**config.mk**
```make
export PLATFORM = sky130hd
export DESIGN_NAME = fifo_burst_reader
export DESIGN_NICKNAME = d
export VERILOG_FILES = /design/src/rtl/fifo_pkg.sv /design/src/rtl/fifo_skid_buf.sv /design/src/rtl/fifo_burst_reader.sv
export SDC_FILE = /design/constraint.sdc
export NUM_CORES = 1
export LEC_CHECK = 0
export ABC_AREA = 1
export BUFFER_PORTS_ARGS = -buffer_cell sky130_fd_sc_hd__buf_2
export CELL_PAD_IN_SITES_DETAIL_PLACEMENT = 0
export CELL_PAD_IN_SITES_GLOBAL_PLACEMENT = 1
export CORE_ASPECT_RATIO = 0.5
export CORE_MARGIN = 2
export CORE_UTILIZATION = 30
export CTS_BUF_LIST = sky130_fd_sc_hd__clkbuf_4
export DETAILED_ROUTE_END_ITERATION = 12
export GPL_ROUTABILITY_DRIVEN = 0
export MAX_ROUTING_LAYER = met4
export PLACE_DENSITY_LB_ADDON = 0.08
export SYNTH_ARGS = -nofsm -noshare
export SYNTH_HDL_FRONTEND = slang
export SYNTH_HIERARCHICAL = 1
export SYNTH_SLANG_ARGS = --single-unit
```
**constraint.sdc**
```tcl
create_clock -name clk -period 3.4 [get_ports clk]
set_input_delay 0.68 -clock clk [delete_from_list [all_inputs] [get_ports clk]]
set_output_delay 0.68 -clock clk [all_outputs]
set_load 0.1 [all_outputs]
```
**src/rtl/fifo_pkg.sv**
```systemverilog
// Shared types and constants for the FIFO burst reader slice.
// Exports: rd_state_e (reader FSM states), SKID_DEPTH (output buffer entries).
`timescale 1ns/1ps
package fifo_pkg;

   typedef enum logic [1:0] {
      IDLE  = 2'd0,
      RUN   = 2'd1,
      DRAIN = 2'd2
   } rd_state_e;

   localparam int SKID_DEPTH = 3;

endpackage

```
**src/rtl/fifo_skid_buf.sv**
```systemverilog
// Three-entry circular buffer holding words returned by the FIFO, tagged with last.
// Ports: clk, rst_n, push/push_data/push_last in, pop in, occ out, head_data/head_last out.
`timescale 1ns/1ps
module fifo_skid_buf
   import fifo_pkg::*;
#(
   parameter int DATA_WIDTH = 32
) (
   input  logic                  clk,
   input  logic                  rst_n,
   input  logic                  push,
   input  logic [DATA_WIDTH-1:0] push_data,
   input  logic                  push_last,
   input  logic                  pop,
   output logic [1:0]            occ,
   output logic [DATA_WIDTH-1:0] head_data,
   output logic                  head_last
);

   localparam logic [1:0] LAST_IDX = 2'(SKID_DEPTH - 1);

   logic [DATA_WIDTH-1:0] data_q [SKID_DEPTH];
   logic                  last_q [SKID_DEPTH];
   logic [1:0]            wr_ptr;
   logic [1:0]            rd_ptr;

   function automatic logic [1:0] ptr_inc(input logic [1:0] p);
      return (p == LAST_IDX) ? 2'd0 : p + 2'd1;
   endfunction

   always_ff @(posedge clk or negedge rst_n) begin
      if (!rst_n) begin
         for (int i = 0; i < SKID_DEPTH; i++) begin
            data_q[i] <= '0;
            last_q[i] <= 1'b0;
         end
         wr_ptr <= 2'd0;
         rd_ptr <= 2'd0;
         occ    <= 2'd0;
      end else begin
         if (push) begin
            data_q[wr_ptr] <= push_data;
            last_q[wr_ptr] <= push_last;
            wr_ptr         <= ptr_inc(wr_ptr);
         end
         if (pop) begin
            rd_ptr <= ptr_inc(rd_ptr);
         end
         unique case ({push, pop})
            2'b10:   occ <= occ + 2'd1;
            2'b01:   occ <= occ - 2'd1;
            default: occ <= occ;
         endcase
      end
   end

   assign head_data = data_q[rd_ptr];
   assign head_last = last_q[rd_ptr];

   a_no_overflow: assert property (
      @(posedge clk) disable iff (!rst_n)
      !(push && !pop && (occ == LAST_IDX + 2'd1))
   );

   a_no_underflow: assert property (
      @(posedge clk) disable iff (!rst_n)
      !(pop && (occ == 2'd0))
   );

endmodule

```
**src/rtl/fifo_burst_reader.sv**
```systemverilog
// Read-side master for a STD-mode FIFO: drains N words per request onto a
// valid/ready stream with last. Ports: clk, rst_n, req_vld/req_len/req_rdy,
// fifo_empty/fifo_ren/fifo_dout, m_data/m_valid/m_ready/m_last, busy, done.
`timescale 1ns/1ps
module fifo_burst_reader
   import fifo_pkg::*;
#(
   parameter int DATA_WIDTH = 32,
   parameter int DATA_DEPTH = 512,
   parameter int LEN_WIDTH  = $clog2(DATA_DEPTH) + 1
) (
   input  logic                  clk,
   input  logic                  rst_n,
   input  logic                  req_vld,
   input  logic [LEN_WIDTH-1:0]  req_len,
   output logic                  req_rdy,
   input  logic                  fifo_empty,
   output logic                  fifo_ren,
   input  logic [DATA_WIDTH-1:0] fifo_dout,
   output logic [DATA_WIDTH-1:0] m_data,
   output logic                  m_valid,
   input  logic                  m_ready,
   output logic                  m_last,
   output logic                  busy,
   output logic                  done
);

   rd_state_e            state;
   logic [LEN_WIDTH-1:0] remaining;
   logic [LEN_WIDTH-1:0] len_q;
   logic [LEN_WIDTH-1:0] rcvd;
   logic                 inflight;
   logic [1:0]           occ;
   logic [2:0]           fill;
   logic                 push_last;
   logic                 head_last;
   logic                 pop;

   // Reserve a slot for the word still in flight so the buffer cannot
   // overflow; m_ready is deliberately kept out of this path.
   assign fill     = {1'b0, occ} + {2'b00, inflight};
   assign fifo_ren = (state == RUN) & ~fifo_empty &
                     (remaining != '0) & (fill < 3'd3);

   assign push_last = (rcvd == len_q - LEN_WIDTH'(1));
   assign m_valid   = (occ != 2'd0);
   assign m_last    = m_valid & head_last;
   assign pop       = m_valid & m_ready;
   assign req_rdy   = (state == IDLE);
   assign busy      = (state != IDLE);

   always_ff @(posedge clk or negedge rst_n) begin
      if (!rst_n) begin
         state     <= IDLE;
         remaining <= '0;
         len_q     <= '0;
         rcvd      <= '0;
         inflight  <= 1'b0;
         done      <= 1'b0;
      end else begin
         inflight <= fifo_ren;
         done     <= 1'b0;
         if (inflight) begin
            rcvd <= rcvd + LEN_WIDTH'(1);
         end
         unique case (state)
            IDLE: begin
               if (req_vld) begin
                  if (req_len != '0) begin
                     len_q     <= req_len;
                     remaining <= req_len;
                     rcvd      <= '0;
                     state     <= RUN;
                  end else begin
                     done <= 1'b1;
                  end
               end
            end
            RUN: begin
               if (fifo_ren) begin
                  remaining <= remaining - LEN_WIDTH'(1);
                  if (remaining == LEN_WIDTH'(1)) begin
                     state <= DRAIN;
                  end
               end
            end
            DRAIN: begin
               if (pop && m_last) begin
                  state <= IDLE;
                  done  <= 1'b1;
               end
            end
            default: state <= IDLE;
         endcase
      end
   end

   fifo_skid_buf #(
      .DATA_WIDTH(DATA_WIDTH)
   ) u_skid (
      .clk       (clk),
      .rst_n     (rst_n),
      .push      (inflight),
      .push_data (fifo_dout),
      .push_last (push_last),
      .pop       (pop),
      .occ       (occ),
      .head_data (m_data),
      .head_last (head_last)
   );

   a_fill_bound: assert property (
      @(posedge clk) disable iff (!rst_n) fill <= 3'd3
   );

endmodule
```
==> metrics.md <==
| Metric | Value |
|---|---|
| H-tree depth | `4` |
| Status | `completed` |
| Family with the most delay on the worst path | `buffers and inverters` |
| Core area | `22740 um2` |
| First-pass GRT wire length | `29.95 mm` |
| Register area share after synthesis | `50.17%` |
| Die Width | `219.0 um` |
| Routed len/inst | `14.10 um` |
| Critical Path AT | `2.38 ns` |
| Multiplexer share of the synthesized area | `0%` |
| DRT Pass-1 Iters | `4` |
| Synthesis-to-finish area growth | `13.66%` |
| Slowest cell on crit path | `buf_2` |
| Routed WL | `17.50 mm` |
| Initial DRC Count | `374` |
| CP dominant cell by count | `ha_1` |
| Min cycle time layout | `3.057 ns` |
| Die Ht | `111.5 um` |
| Setup Buffers After CTS | `0` |
| Xor/xnor share of the synthesized area | `1.390%` |
| Crit Path Category | `reg -> out` |
| Tot GR Track Use | `16.24%` |
| Worst slew margin | `34.17%` |
| Crit path buf inv count | `1` |
| Port bufs | `84` |
| Largest net degree at the start of global routing | `63` |
| Clock sink count | `139` |
| Syn_nets | `893` |
| Layout cells sized above 1 | `19.61%` |
| Synth Instances | `838` |
| Synthesized flop and latch total | `139` |
| Post-route ant nets | `0` |
| Worst Path Max Fanout | `7` |
| TNS Setup | `0 ns` |
| Most common cell after layout, fill and taps aside | `nand2_1` |
| Max-Cap Viols | `0` |
| Setup Viol. Count Final | `0` |
| Adder-Cell Fraction of Synth Area | `1.444%` |
| CP Launch Type | `flop` |
| Synthesized area | `6933 um2` |
| Pin slew with the least headroom to its limit | `0.9863 ns` |
| Tcrit/Tclk final | `89.93%` |
| Via count | `5494` |
| Final hold viol count | `0` |
| Critical Path End Type | `primary output` |
| Clock skew | `0.01301 ns` |
| Nets | `975` |
| Via/cell ratio | `4.427` |
| Initial antenna violation count | `1` |
| Latest clock arrival within the worst-skew pair | `0.56 ns` |
| Die area | `24420 um2` |
| Most frequent cells in the layout | `288 x nand2_1, 139 x dfrtp_1, 82 x inv_1, 82 x buf_2, 73 x o21ai_1` |
| Total clock buffers created by CTS | `17` |
| Synth Area in Simple Gates | `25.77%` |
| CTS tree | `built` |
| Max Fclk | `327.1 MHz` |
| Initial Util | `30.49%` |
| Syn Area/Cell | `8.273 um2` |
| Vias in the first global route | `5656` |
| Cts hold-fix bufs | `0` |
| Largest family of logic cells by synthesized area | `simple AND/OR/NAND/NOR gates` |
| Clock-pin transition on the worst setup and hold timing paths | `0.12 ns` |
| Complex-gate fraction of the synthesized area | `12.43%` |
| Cell variety after synth | `35` |
| Row count | `39` |
| Grt ovf | `0` |
| Residual DRC | `0` |
| EDFF count, synth | `0` |
| I/O pin count | `85` |
| Worst min-delay path class | `in -> async` |
| Root Buffer | `clkbuf_4` |
| Async SR Flop Fraction | `100.0%` |
| Worst path max stage delay | `0.49 ns` |
| Post-CTS sizing | `0` |
| Synth Warn # | `6` |
| Crit path required time | `2.72 ns` |
| CP Cell Sequence | `ha_1 > ha_1 > nand2_1 > nand3_2 > a21oi_4 > buf_2` |
| Synth Flop Type | `dfrtp_1` |
| Final Max Tran Viols | `0` |
| RSZ-0062 raised after global routing | `no` |
| Register-to-register path setup slack | `1.26 ns` |
| Clock Path Buffers | `2` |
| Estimated wirelength of the detail-placed design | `11.98 mm` |
## cells by family (layout without fill, tap and decap cells)
family	Yosys count	in the layout
AOI/OAI and AO/OA	147	147
xor gates and xnor gates	11	11
adders and majority gates	8	8
buffers and inverters	121	216
DFF	139	139
other	0	1
and+or+nand+nor	412	412
## area by class of cell
type                       count  area, um2
antenna                        1      2.502
clock buffer                  20      150.1
clock inverter                12      123.9
fill                        2474      14860
inverter                      87      331.6
multi-input combinational    578       2845
sequential                   139       3478
tap                          307      384.1
timing repair buffer          97      564.3
## per-layer routing
layer  GRT usage [%]  wire length, um  up-vias
li1                -                -     2846
met4           4.279              153        0
met5               -                0        -
met2           24.87             8003       64
met3           3.770              515       11
met1           21.65             8824     2573
## worst register-to-register path, stage by stage (launching register included)
cell and delay (ns):
dfrtp_1 0.37, buf_4 0.22, nand3_2 0.78, buf_4 0.52, nand2_1 0.09, o21ai_2 0.05
## synth_stat cells, types with 2 or more instances
cell	count	area, um2
dfrtp_1	139	3478
nand4_1	6	37.54
o21ai_0	33	165.2
inv_4	2	12.51
nand2_1	288	1081
a31oi_1	2	12.51
nor2_2	3	18.77
xnor2_1	4	35.03
o21ai_1	73	365.4
o21a_1	2	15.01
buf_6	13	146.4
a21oi_1	7	35.03
nor2_4	6	67.56
buf_4	7	52.55
ha_1	8	100.1
or2_2	2	12.51
inv_1	82	307.8
inv_2	3	11.26
nand3_2	7	70.07
nor3_1	3	15.01
nor2_1	35	131.4
nand3_1	56	280.3
xor2_1	7	61.31
clkbuf_1	5	18.77
buf_2	8	40.04
o21ai_2	28	245.2
## state kept, by name, summed over array words and instances (netlist names)
signal	flops
u_skid/data_q	96
len_q	10
rcvd	10
remaining	10
u_skid/last_q	3
state	2
u_skid/occ	2
u_skid/rd_ptr	2
u_skid/wr_ptr	2
done	1
inflight	1
## per-stage QoR
| step | cell area (um2) | cells | util (%) | worst slack (ns) | hold slack (ns) |
|---|---|---|---|---|---|
| after floorplan | 6933 | 838 | - | 0.6949 | 0.3844 |
| after global placement | 7604 | 1208 | 33.44 | 0.9254 | 0.4663 |
| after detailed placement | 7604 | 1208 | 33.44 | 0.9184 | 0.4677 |
| after CTS | 7878 | 1240 | 34.64 | 0.2292 | 0.04571 |
| after global routing | 7880 | 1241 | 34.65 | 0.1485 | 0.06726 |
| final | 7880 | 1241 | 34.65 | 0.3425 | 0.08420 |
## final timing paths
| check | startpoint | to | cells past startpoint |
|---|---|---|---|
| worst max-delay path | u_skid/occ[0] | fifo_ren | 6 |
| worst min-delay path | rst_n | remaining[2] | 1 |
| worst max register to register | inflight | u_skid/last_q[0] | 5 |
| worst min register to register | u_skid/data_q[24] | u_skid/data_q[24] | 2 |
| max in group asynchronous | rst_n | u_skid/data_q[48] | 2 |
| min in group clk | req_len[3] | len_q[3] | 3 |
Power is not shown: default switching activity piles up to over one toggle a cycle in this logic, so the estimate is an artifact.
